[src/rtl/fetch_unit.sv]
// Instruction fetch unit: sequential PC generation, in-order memory requests and a small FIFO
// toward decode, with redirect/flush handling. Optional FETCH_MISALIGN_CHK_EN adds misalign_err.
module fetch_unit #(
  parameter logic [31:0] RESET_PC  = 32'h0000_0000,
  parameter int          BUF_DEPTH = 2
) (
  input  logic        clk,
  input  logic        rst_n,
  input  logic        redirect_valid,
  input  logic [31:0] redirect_pc,
  output logic        imem_req_valid,
  output logic [31:0] imem_req_addr,
  input  logic        imem_req_ready,
  input  logic        imem_rsp_valid,
  input  logic [31:0] imem_rsp_data,
  output logic        inst_valid,
  output logic [31:0] inst_data,
  output logic [31:0] inst_pc,
  input  logic        inst_ready
`ifdef FETCH_MISALIGN_CHK_EN
  ,
  output logic        misalign_err
`endif
);

  localparam int PW = $clog2(BUF_DEPTH);
  localparam int CW = PW + 1;
  localparam int SW = CW + 1;

  typedef enum logic {FETCH, FLUSH} state_t;

  state_t         state, state_next;
  logic [31:0]    fetch_pc, rsp_pc;
  logic [31:0]    buf_data [BUF_DEPTH];
  logic [31:0]    buf_pc   [BUF_DEPTH];
  logic [PW-1:0]  head, tail;
  logic [CW-1:0]  count, outstanding, drop_cnt;
  logic [CW-1:0]  out_next, drop_next;
  logic           accept, consume, write, redirect_take;
  logic [31:0]    redirect_addr;

  assign redirect_addr = redirect_pc & ~32'h3;
`ifdef FETCH_MISALIGN_CHK_EN
  assign redirect_take = redirect_valid & (redirect_pc[1:0] == 2'b00);
`else
  assign redirect_take = redirect_valid;
`endif

  // Occupancy plus in-flight requests never exceeds the buffer, so every response has a slot.
  assign imem_req_valid = rst_n & (state == FETCH) &
                          (({1'b0, count} + {1'b0, outstanding}) < SW'(BUF_DEPTH));
  assign imem_req_addr  = fetch_pc;
  assign accept         = imem_req_valid & imem_req_ready;
  assign consume        = inst_valid & inst_ready;
  assign write          = imem_rsp_valid & ~redirect_take & (state == FETCH);
  assign out_next       = outstanding + CW'(accept) - CW'(imem_rsp_valid);

  assign inst_valid = (count != '0);
  assign inst_data  = buf_data[head];
  assign inst_pc    = buf_pc[head];

  always_comb begin
    state_next = state;
    drop_next  = drop_cnt;
    if (redirect_take) begin
      drop_next  = out_next;
      state_next = (out_next != '0) ? FLUSH : FETCH;
    end else if (state == FLUSH && imem_rsp_valid) begin
      if (drop_cnt != '0) drop_next = drop_cnt - CW'(1);
      if (drop_cnt <= CW'(1)) state_next = FETCH;
    end
  end

  always_ff @(posedge clk or negedge rst_n) begin
    if (!rst_n) begin
      state       <= FETCH;
      fetch_pc    <= RESET_PC;
      rsp_pc      <= RESET_PC;
      outstanding <= '0;
      drop_cnt    <= '0;
      head        <= '0;
      tail        <= '0;
      count       <= '0;
      for (int i = 0; i < BUF_DEPTH; i++) begin
        buf_data[i] <= '0;
        buf_pc[i]   <= '0;
      end
    end else begin
      state       <= state_next;
      drop_cnt    <= drop_next;
      outstanding <= out_next;
      if (redirect_take) begin
        fetch_pc <= redirect_addr;
        rsp_pc   <= redirect_addr;
        head     <= '0;
        tail     <= '0;
        count    <= '0;
      end else begin
        if (accept) fetch_pc <= fetch_pc + 32'd4;
        // rsp_pc tracks the address of the next non-stale response, since memory answers in order.
        if (write) begin
          buf_data[tail] <= imem_rsp_data;
          buf_pc[tail]   <= rsp_pc;
          tail           <= tail + PW'(1);
          rsp_pc         <= rsp_pc + 32'd4;
        end
        if (consume) head <= head + PW'(1);
        count <= count + CW'(write) - CW'(consume);
      end
    end
  end

`ifdef FETCH_MISALIGN_CHK_EN
  always_ff @(posedge clk or negedge rst_n) begin
    if (!rst_n)
      misalign_err <= 1'b0;
    else if (redirect_valid && (redirect_pc[1:0] != 2'b00))
      misalign_err <= 1'b1;
  end
`endif

endmodule

[config.mk]
export PLATFORM = sky130hd
export DESIGN_NAME = fetch_unit
export DESIGN_NICKNAME = d
export VERILOG_FILES = /design/src/rtl/fetch_unit.sv
export SDC_FILE = /design/constraint.sdc
export NUM_CORES = 1
export LEC_CHECK = 0
export CAP_MARGIN = 30
export CORE_MARGIN = 2
export CORE_UTILIZATION = 40
export DETAILED_ROUTE_END_ITERATION = 7
export PLACE_DENSITY_LB_ADDON = 0.3
export SLEW_MARGIN = 20
export SYNTH_ARGS = -nofsm -noshare
export SYNTH_HDL_FRONTEND = slang
export SYNTH_SLANG_ARGS = --single-unit
export TNS_END_PERCENT = 1
[constraint.sdc]
create_clock -name clk -period 4.8 [get_ports clk]
set_clock_uncertainty 0.15 [all_clocks]
set_input_delay 0.96 -clock clk [delete_from_list [all_inputs] [get_ports clk]]
set_output_delay 0.96 -clock clk [all_outputs]
set_load 0.02 [all_outputs]
==> Yosys cells after proc, flatten, opt, wreduce, memory -nomap -nowiden <==
Index checks and enable logic that the tools add are counted.
{ "totals": {"ff_bits": 201, "inputBits": 70, "output_inout_bits": 98, "elab_cells": 77} }
{ "classes": {"n_addsub": 10, "order_cmp": 5, "muxes": 26, "bitwise": 10, "reduce_logical": 14} }
{ "op_table": {"columns": ["op", "n"], "rows": [
  ["32-bit two-way mux", 11],
  ["64-bit bitwise mux", 2],
  ["32-bit by 3-bit adder with 32-bit output (second input constant)", 2],
  ["32-bit demux with 1-bit select", 1],
  ["2-bit nonzero test", 9],
  ["1-bit two-way mux", 8],
  ["2-bit two-way mux", 4],
  ["1-bit AND", 6],
  ["2-bit AND reduction", 3],
  ["2-bit by 1-bit adder with 2-bit output", 2],
  ["2-bit >= comparator (second input constant)", 2],
  ["1-bit NOT with 2-bit output", 2],
  ["2-bit by 1-bit subtractor with 2-bit output", 2],
  ["2-bit by 2-bit adder with 3-bit output", 1],
  ["3-bit by 2-bit less-than comparator with 1-bit output (second input constant)", 1],
  ["1-bit adder (second input constant)", 2],
  ["2-bit by 1-bit <= comparator with 1-bit output (second input constant)", 1],
  ["1-bit logical AND", 2],
  ["2-bit by 1-bit less-than comparator with 1-bit output (second input constant)", 1],
  ["1-bit NOT", 2],
  ["2-bit by 1-bit subtractor with 2-bit output (second input constant)", 1]
]} }

==> Longest topological paths before layout <==
{ "logic_depth": {"ltp_word": 9, "mapped_depth": 13, "mapped_depth_nobuf": 12} }

==> Worst setup path after synthesis <==
No wires, ideal clock.
{ "synth_timing": {"kind": "register -> register", "start": "register outstanding[0]", "end": "register state", "setup_ns": 0.135, "t_arrival_ns": 2.903, "required_time_ns": 4.515, "path_slack_ns": 1.612, "stages_incl_launch_ff": 14, "cell_sequence": "dfrtp_1 > and2_1 > fa_1 > or4b_1 > buf_2 > inv_1 > nand2_1 > ha_1 > inv_1 > ha_1 > xnor2_1 > xnor2_1 > o21ai_0 > o21ai_0"} }
{ "synth_via": {"elab_chain_cells": 9} }
{ "synth_lines": {"columns": ["item", "line_no", "rtl"], "rows": [
  ["start: declaration", "37", "logic [CW-1:0] count, outstanding, drop_cnt;"],
  ["start signal: assignment", "91", "outstanding <= out_next;"],
  ["2-bit by 2-bit adder with 3-bit output", "51", "(({1'b0, count} + {1'b0, outstanding}) < SW'(BUF_DEPTH));"],
  ["3-bit by 2-bit less-than comparator with 1-bit output", "51", null],
  ["1-bit AND", "50", "assign imem_req_valid = rst_n & (state == FETCH) &"],
  ["named net imem_req_valid", "11", "output logic imem_req_valid,"],
  ["1-bit AND", "53", "assign accept = imem_req_valid & imem_req_ready;"],
  ["2-bit by 1-bit adder with 2-bit output", "56", "assign out_next = outstanding + CW'(accept) - CW'(imem_rsp_valid);"],
  ["2-bit by 1-bit subtractor with 2-bit output", "56", null],
  ["named net out_next[1]", "38", "logic [CW-1:0] out_next, drop_next;"],
  ["2-bit nonzero test", "67", "state_next = (out_next != '0) ? FLUSH : FETCH;"],
  ["1-bit two-way mux", "67", null],
  ["1-bit two-way mux", "65", "if (redirect_take) begin"],
  ["end signal: assignment", "89", "state <= state_next;"],
  ["end: declaration", "32", "state_t state, state_next;"]
]} }
The timed path passes the listed nets, and every way through them passes these cells.
A chain may end at the register's enable or synchronous reset.

==> Worst setup path after layout <==
{ "layout_timing": {"start": "register count[0]", "end": "output imem_req_valid"} }
{ "layout_via": {"elab_chain_cells": 3} }
{ "layout_lines": {"columns": ["item", "line_no", "rtl"], "rows": [
  ["start: declaration", "37", null],
  ["start signal: assignment", "108", "count <= count + CW'(write) - CW'(consume);"],
  ["2-bit by 2-bit adder with 3-bit output", "51", null],
  ["3-bit by 2-bit less-than comparator with 1-bit output", "51", null],
  ["1-bit AND", "50", null],
  ["end: declaration", "11", null]
]} }
Every way passes these cells.

==> flow_summary_export.csv <==
group,metric,value,unit
setup_path,worstPathMaxFanout,9,
power_and_ir_drop,p_int,0.004652,W
sta,hold_viol,0,
logic_synthesis,yosysMostFrequentCell,"mux2_2",
place,place_ws,1.134,ns
clock_tree,cts_setup_buffers,0,
logic_synthesis,synth_top_cell_area_share,0.5129,
power_and_ir_drop,ir_drop,0.2677,mV
setup_path,required,3.69,ns
drt,drt_iter0_drc,380,
clock_tree,insertion_delay,0.43,ns
sta,relSlewSlack,0.4194,
sta,tns,0,ns
global_routing,antenna_found_initial,1,
finish,final_net_count,1004,
floorplan,rows,56,
drt,drc,0,
clock_tree,cts_tree,"built",
floorplan,die-area,24780,um^2
finish,drive_gt1_frac,0.2743,
logic_synthesis,yosysSeqAreaShare,0.5129,
logic_synthesis,netlist_top_cells_count,"199 x mux2_2, 193 x dfrtp_1, 41 x nor2_1",
sta,fin_ws,0.6984,ns
floorplan,ioPinCount,168,
place,dp_hpwl,15620,um
global_routing,grt_max_degree,154,
outcome,status,"complete, no violations",
place,finalWeightedCongestion,0.8124,
drt,drtAntennaViolNets,0,
sta,tightest_slew,0.8710,ns
drt,wire_per_inst,18.34,um
drt,vias,6760,
drt,viasPerCell,5.378,
place,port_buffers,161,
logic_synthesis,syn_avg_cell_area,12.13,um^2
finish,syn_to_final_growth,27.42,%
power_and_ir_drop,power_switching_share,0.3360,
global_routing,track_usage,0.1885,
power_and_ir_drop,p_sw,0.002354,W
clock_tree,cts_buffers,17,
power_and_ir_drop,combinationalPowerShare,0.418,
power_and_ir_drop,sequentialPowerShare,0.374,
logic_synthesis,netlist_area,9417,um^2
hold_path,hold_path_class,"reg2reg",
logic_synthesis,synthFlopType,"dfrtp_1",
drt,drt_first_pass_iters,5,
setup_path,cp-end-kind,"primary output",
drt,wl,23060,um
logic_synthesis,synthDistinctLibCells,49,
logic_synthesis,yosys_warnings,0,
logic_synthesis,syn_inst,776,
flow_run,maxCapViolCount,0,
sta,setup_violations,0,
setup_path,startpoint_type,"register",
power_and_ir_drop,powerDensity,583.9,nW/um^2
logic_synthesis,synth_enable_flop_cells,0,
clock_tree,cts-root-buf,"clkbuf_16",
power_and_ir_drop,leakagePower,4.820,nW
power_and_ir_drop,clkPwrFrac,0.208,
logic_synthesis,synth_area_leaders,"dfrtp_1 51%, mux2_2 24%, nor2_1 1.6%",
clock_tree,path_clk_slew,0.07,ns
clock_tree,h-tree-depth,4,
clock_tree,clockBufferDepth,2,
logic_synthesis,ys_ff_latch,193,
sta,rsz0062_at_grt,"false",
global_routing,grt_pass1_vias,6686,
setup_path,arrival,2.99,ns
global_routing,gr-total-overflow,0,
clock_tree,cts.sinks,193,
sta,fin_crit,4.102,ns
sta,slew_viol_final,0,
sta,fmax,0.2438,GHz
logic_synthesis,synth-async-reset-ratio,1.000,
floorplan,die_h,157.4,um
setup_path,crit_type,"reg2out",
floorplan,die_w,157.4,um
global_routing,grt_pass1_wl,36460,um
clock_tree,post_cts_resized,0,
logic_synthesis,synth_top_area_cell,"dfrtp_1",
floorplan,initial_core_util,0.4048,
clock_tree,cts_hold_buf,0,
setup_path,r2r_setup_slack,1.29,ns
sta,period_share,0.8545,
floorplan,core,23260,um^2
==> routing by layer <==
metal,wire length (um),share of wire,up-vias,GRT usage
met4,344,0.015,0,0.05844
met1,10570,0.46,3429,0.2579
li1,-,-,3168,-
met2,11220,0.49,140,0.3057
met3,924,0.040,23,0.03387
met5,0,0,-,0
==> registers in the layout (all words and copies together) (netlist names), 2 cells and up <==
| signal | count |
|---|---|
| buf_data | 64 |
| buf_pc | 60 |
| count | 2 |
| drop_cnt | 2 |
| imem_req_addr | 30 |
| outstanding | 2 |
| rsp_pc | 30 |
==> power groups by stage <==
stage,clock [W],sequential (W),combinational (W)
final,0.00146,0.00262,0.00293
after detailed placement,0,0.00266,0.00295
after floorplan,0,0.00255,0.00184
after global routing,0.00157,0.00272,0.00314
after CTS,0.00150,0.00263,0.00297
after global placement,0,0.00262,0.00293
==> kinds of logic (layout without fill, tap and decap cells) <==
group,count (synthesis),after routing,synth area share
xor+xnor,24,24,0.02232
buf+inv,60,218,0.02564
other cells,1,5,0.0003982
fa+ha+maj,9,9,0.01276
simple gates,202,202,0.1217
mux,201,201,0.2401
compound gates,86,86,0.06418
flops,193,193,0.5129
==> critical path, stage by stage (launching register included) <==
cell,delay [ns]
dfrtp_1,0.40
and2_1,0.16
fa_1,0.44
or4b_1,0.70
inv_1,0.23
clkdlybuf4s50_1,0.64
==> metrics by stage <==
| step | cell area (um^2) | hold slack [ns] | power [W] | std cells | util |
|---|---|---|---|---|---|
| finish | 12000 | 0.3519 | 0.007006 | 1257 | 0.5158 |
| global route | 12000 | 0.3669 | 0.007429 | 1257 | 0.5158 |
| CTS | 11990 | 0.3569 | 0.007101 | 1254 | 0.5153 |
| detailed placement | 11390 | 0.3418 | 0.005608 | 1223 | 0.4898 |
| global placement | 11390 | 0.3326 | 0.005551 | 1223 | 0.4898 |
| floorplan | 9428 | 0.3250 | 0.004384 | 779 | - |
==> layout by cell type (no fill, tap or decap), types with 4 or more instances in the layout <==
master             n
ha_1               8
nor3_1            17
o311a_1           10
buf_4              7
a31oi_1           16
and3_1             9
and2_1             6
inv_6              4
nor3b_1            4
or4_1             13
buf_12             4
o21ai_0           11
nor2_1            40
o31ai_1           12
a211oi_1          16
and4_1            14
nand2_1           20
conb_1             4
nor4_1             8
xor2_1             7
mux2_2           199
clkbuf_16         17
a21oi_1           11
nand3_1           24
nor2b_1            8
inv_1             12
nand4_1           16
dfrtp_1          192
clkdlybuf4s50_1  159
or3_1              5
xnor2_1           17
==> area by class of cell <==
type | instances | area, um^2
flip-flops and latches | 193 | 4831
well taps | 319 | 399.1
repair buffers | 174 | 1753
diodes | 1 | 2.502
clock inverters | 14 | 167.7
inverters | 13 | 48.80
fillers | 2162 | 11260
clock buffers | 17 | 425.4
multi-input cells | 526 | 4372
==> worst paths after layout <==
| check | from | end | cells after the start |
|---|---|---|---|
| hold reg to reg | buf_pc[60] | buf_pc[60] | 1 |
| max in group asynchronous | rst_n | head | 3 |
| setup reg to reg | count[0] | state | 12 |
| min in group asynchronous | rst_n | imem_req_addr[9] | 2 |
| setup / recovery | count[0] | imem_req_valid | 5 |
| hold / removal | buf_pc[60] | buf_pc[60] | 1 |
Note: power is estimated with default switching activity, not from simulation.
==> RTL change 1: new RTL, same flow settings <==
The parameter `BUF_DEPTH` goes from 2 to 4.
--- a/src/rtl/fetch_unit.sv
+++ b/src/rtl/fetch_unit.sv
@@ -2,7 +2,7 @@
 // toward decode, with redirect/flush handling. Optional FETCH_MISALIGN_CHK_EN adds misalign_err.
 module fetch_unit #(
   parameter logic [31:0] RESET_PC  = 32'h0000_0000,
-  parameter int          BUF_DEPTH = 2
+  parameter int          BUF_DEPTH = 4
 ) (
   input  logic        clk,
   input  logic        rst_n,
Check against the original RTL: not equivalent (Yosys sat finds a counterexample within 4 cycles, from zero or initial values and one cycle with rst_n low).
==> RTL change 1 against the original RTL <==
- fmax rose by 6.1%
- routed wire length rose by 44%
- design area rose by 53%
- highest routed layer unchanged
- sequential power rose by 44%
- combinational power rose by 13%
- clock power rose by 96%
- sequential cell count rose by 129
- power rose by 42%
- die area rose by 57%
- area after synthesis rose by 59%
- via count rose by 33%
- setup slack improved by 0.24 ns
==> RTL change 1: results (changes against the original RTL) <==
The startpoint identified for the worst register-to-register timing path is count[2]. The run gives 0.00301 W (+28%) as the total net switching power. The largest net degree at the start of global routing was 73 (-53%); the total of plain and repair buffers excluding clock buffers was 186 (+6.9%). The slew at the pin with the worst max-slew slack was 0.876 ns (+0.00480 ns). For the wire length of the first global-routing pass, the log shows 53900 um (+48%).

The tools report the multi-input combinational gate total as 616 (+17%). The tools report the number of global-route vias before repair as 9528 (+43%). The share of cells above drive strength 1 was 0.370 (+0.0962). For the power dissipated in combinational cells, the log shows 0.00332 W (+13%). The run finished with clean final reports. The maximum ir drop on the vdd rail was 284 uV (+6.0%). The number of non-clock inverters in the layout is 18 (+5).

The logs give 9005 (+33%) for the via total after detailed routing and 420 (+11%) for the first-iteration detailed-routing DRC count. The logs give 0 (-1) for the number of antenna violations at the first check in global routing and 1.54 ns (+0.25 ns) for the register-to-register path setup slack. The H-tree depth was 2 (-2); the number of buffers on the longest clock path was 3 (+1). For the final hold slack, the log shows 0.145 ns (-0.207 ns). By area the synthesized netlist is led by sky130_fd_sc_hd__dfrtp_1 (54%), sky130_fd_sc_hd__mux2_2 (22%), sky130_fd_sc_hd__mux4_2 (9.3%).

The logs give 0.00376 W (+44%) for the sequential power and 322 (+67%) for the number of sequential cells. The final net count is 1270 (+26%), and the leakage power summed over all cells is 7.99 nW (+66%).
==> RTL change 1: cell types whose count changed after synthesis, sizes merged, moves of 17 or more <==
cell,unedited run,this run
nor2,41,21
dfrtp,193,322
mux4,0,62
nand4,16,33
mux2,199,287
buf,7,34
xnor2,17,38
==> RTL change 1: logic make-up (layout without fill, tap and decap cells) <==
family	count (synthesis)	in the layout	share of synthesized area
muxes	354	354	0.312
and+or+nand+nor	149	149	0.0576
other	1	4	0.000250
AOI/OAI and AO/OA	32	32	0.0157
xor gates and xnor gates	60	60	0.0351
DFF	322	322	0.538
adders and majority gates	17	17	0.0152
buffers and inverters	93	274	0.0264
==> RTL change 1: stage by stage <==
step	cell area (um2)	instances	util	total power, W
global route	18400	1680	0.499	0.0105
floorplan	15000	1031	-	0.00577
detailed placement	17100	1609	0.464	0.00718
global placement	17100	1608	0.464	0.00710
finish	18400	1680	0.499	0.00993
CTS	18300	1679	0.498	0.0101
==> RTL change 1: worst max-delay path, stage by stage (launching register included) <==
cell and delay (ns):
sky130_fd_sc_hd__dfrtp_4 0.77, sky130_fd_sc_hd__buf_4 0.35, sky130_fd_sc_hd__mux4_2 0.56, sky130_fd_sc_hd__clkdlybuf4s50_1 0.56
==> RTL change 1: how the worst max path moves through the flow <==
stage	slack, ns	from	depth (start not counted)	to
2_1_floorplan	1.11	rst_n	12	state
3_3_place_gp	1.0	rst_n	4	imem_req_valid
3_5_place_dp	1.01	rst_n	12	state
4_1_cts	0.84	head[0]	3	inst_pc[19]
5_1_grt	0.75	head[0]	3	inst_pc[19]
6_report	0.93	head[0]	3	inst_pc[19]
==> RTL change 1: layer usage <==
metal  track usage  share of wire  vias up
met3        0.0321          0.045       42
met4        0.0387          0.017        0
met1         0.251           0.47     4696
met2         0.280           0.47      184
li1              -              -     4083
met5             0              0        -
==> RTL change 2: new RTL, same settings <==
Without the edit above. Build with the macro `FETCH_MISALIGN_CHK_EN` defined.
--- a/src/rtl/fetch_unit.sv
+++ b/src/rtl/fetch_unit.sv
@@ -1,5 +1,7 @@
 // Instruction fetch unit: sequential PC generation, in-order memory requests and a small FIFO
 // toward decode, with redirect/flush handling. Optional FETCH_MISALIGN_CHK_EN adds misalign_err.
+`define FETCH_MISALIGN_CHK_EN
+
 module fetch_unit #(
   parameter logic [31:0] RESET_PC  = 32'h0000_0000,
   parameter int          BUF_DEPTH = 2
Formal check against the unedited RTL (old outputs only; new: misalign_err): not equivalent (a bounded check fails within 4 cycles, from zero or initial values and one cycle with rst_n low).
==> RTL change 2 against the original RTL <==
- non-clock buffer count grew 2
- sequential cell count grew 1
- power grew 12%
- routed wire length grew 3.5%
- setup slack gained 0.19 ns
- area after synthesis grew 1.3%
- design area grew 1.0%
- register-to-register slack gained 0.30 ns
- clock power shrank 3%
- highest routed layer unchanged
==> RTL change 2: results (changes against the original RTL) <==
The tools report the total net switching power as 0.00280 W (+19%). The maximum ir drop on the vdd rail is 246 uV (-8.0%), and the stage delay of the slowest cell on the critical path is 0.65 ns (-0.05 ns). The final antenna diode count is 0 (-1). The number of buffers on the longest clock path came out at 2 (unchanged). Largest net degree at the start of global routing: 71 (-54%). For the count of fill cells added during filler insertion, the log shows 2070 (-4.3%).

The maximum fanout along the worst path is 9 (unchanged). The logs give 0.43 ns (about the same) for the insertion delay to the later sink of the worst-skew pair and 38200 um (+4.8%) for the wire length of the first global-routing pass. For the routability congestion estimate from global placement, the log shows 0.884 (+8.8%).

The overall track demand over capacity in global routing was 0.195 (+0.00691). The number of antenna violations at the first check in global routing was 0 (-1). Grouping stages by cell kind, the critical path spends the most delay in buffers and inverters. By area the synthesized netlist is led by sky130_fd_sc_hd__dfrtp_1 (51%), sky130_fd_sc_hd__mux2_2 (21%), sky130_fd_sc_hd__nand2_1 (1.7%). Clock tree synthesis selected as its root buffer the cell sky130_fd_sc_hd__clkbuf_16. Leakage power summed over all cells: 4.78 nW (-0.76%). The logs give 0.0115 mm2 (+1.0%) for the standard cell area after detailed placement and 1042 (+3.8%) for the final net count. The largest individual stage delay along the critical path comes from the cell sky130_fd_sc_hd__clkdlybuf4s50_1. Count of yosys warnings during synthesis: 0 (unchanged). The estimated wirelength of the detail-placed design came out at 16600 um (+6.0%).

Clock transition at the registers of the reported paths: 0.07 ns (about the same). By count the netlist is led by sky130_fd_sc_hd__dfrtp_1 (194), sky130_fd_sc_hd__mux2_2 (181), sky130_fd_sc_hd__nand2_1 (44). The tools report the H-tree depth as 4 (unchanged).

The share of cells above drive strength 1 is 0.251 (-0.0233), and the critical path data arrival time is 2.81 ns (-0.18 ns). The number of buffer cells added on primary ports was 164 (+1.9%). The logs give 23900 um (+3.5%) for the aggregate routed wire length and 7143 (+5.7%) for the via total after detailed routing. The post-cts repair resize count came out at 0 (unchanged). The count of distinct cell types in the synthesized netlist came out at 56 (+14%). Slew at the pin with the worst max-slew slack: 0.795 ns (-0.0760 ns). The proportion of register bits with asynchronous set or reset after synthesis came out at 1.00 (unchanged).

The part of the Yosys area used for sequential elements was 0.509 (-0.00377); the first-iteration detailed-routing DRC count was 501 (+32%). The number of buffers inserted to repair setup after CTS was 0 (unchanged); the detailed-routing iteration count for the pre-antenna-repair pass was 7 (+2). The largest registers in the layout are buf_data x64, buf_pc x60. The TritonCTS buffer count was 17 (unchanged). Among all cell types in the netlist, the one instantiated most often is sky130_fd_sc_hd__dfrtp_1. The min-delay analysis places its worst path in the category reg -> reg. The run finished with clean final reports.
==> RTL change 2: cell count changes after synthesis, sizes merged, moves of 8 or more <==
cell / change
o311a: -10
buf: +23
nand4: +11
and4: -8
a21oi: +11
nand2: +24
o21ai: +8
mux2: -18
clkbuf: -20
a211oi: -15
==> RTL change 2: logic make-up (layout without fill, tap and decap cells) <==
logic type	after synthesis	in the layout	share of synthesized area
AOI/OAI and AO/OA	105	105	0.0715
adders and majority gates	9	9	0.0126
and+or+nand+nor	236	236	0.138
buffers and inverters	64	222	0.0318
xor gates and xnor gates	23	23	0.0211
muxes	183	183	0.216
other	1	4	0.000393
DFF	194	194	0.509
==> RTL change 2: per-stage QoR <==
stage               cells  setup WS, ns
global route         1295         0.778
detailed placement   1262          1.25
floorplan             818          1.75
global placement     1261          1.28
CTS                  1294         0.879
finish               1295         0.885
==> RTL change 2: power groups by stage <==
| stage | sequential [W] | clock [W] | combinational [W] |
|---|---|---|---|
| 3_3_place_gp | 0.00286 | 0 | 0.00356 |
| 4_1_cts | 0.00285 | 0.00146 | 0.00362 |
| 6_report | 0.00285 | 0.00142 | 0.00358 |
| 5_1_grt | 0.00296 | 0.00153 | 0.00386 |
| 2_1_floorplan | 0.00272 | 0 | 0.00227 |
| 3_5_place_dp | 0.00288 | 0 | 0.00360 |
==> RTL change 2: path summary, 6_finish.rpt <==
| check | from | to | slack (ns) | cells past startpoint |
|---|---|---|---|---|
| setup / recovery | outstanding[0] | imem_req_valid | 0.88 | 5 |
| hold / removal | misalign_err | misalign_err | 0.32 | 1 |
| setup reg to reg | outstanding[0] | state | 1.59 | 12 |
| hold reg to reg | misalign_err | misalign_err | 0.32 | 1 |
| max in group asynchronous | rst_n | head | 2.93 | 4 |
| min in group asynchronous | rst_n | imem_req_addr[31] | 0.46 | 2 |
==> RTL change 2: routing by layer <==
metal | up-vias | part of all wire | global-route usage
li1 | 3295 | - | -
met1 | 3523 | 0.46 | 0.280
met2 | 304 | 0.44 | 0.295
met3 | 21 | 0.083 | 0.0487
met4 | 0 | 0.012 | 0.0536
met5 | - | 0 | 0
==> RTL change 2: final cells by class <==
type,count,area [um2],area share
Timing Repair Buffer,176,1810,0.150
Inverter,14,52.6,0.00433
Clock buffer,22,464,0.0383
Multi-Input combinational cell,560,4410,0.364
Clock inverter,10,125,0.0103
Tap cell,319,399,0.0329
Sequential cell,194,4860,0.401
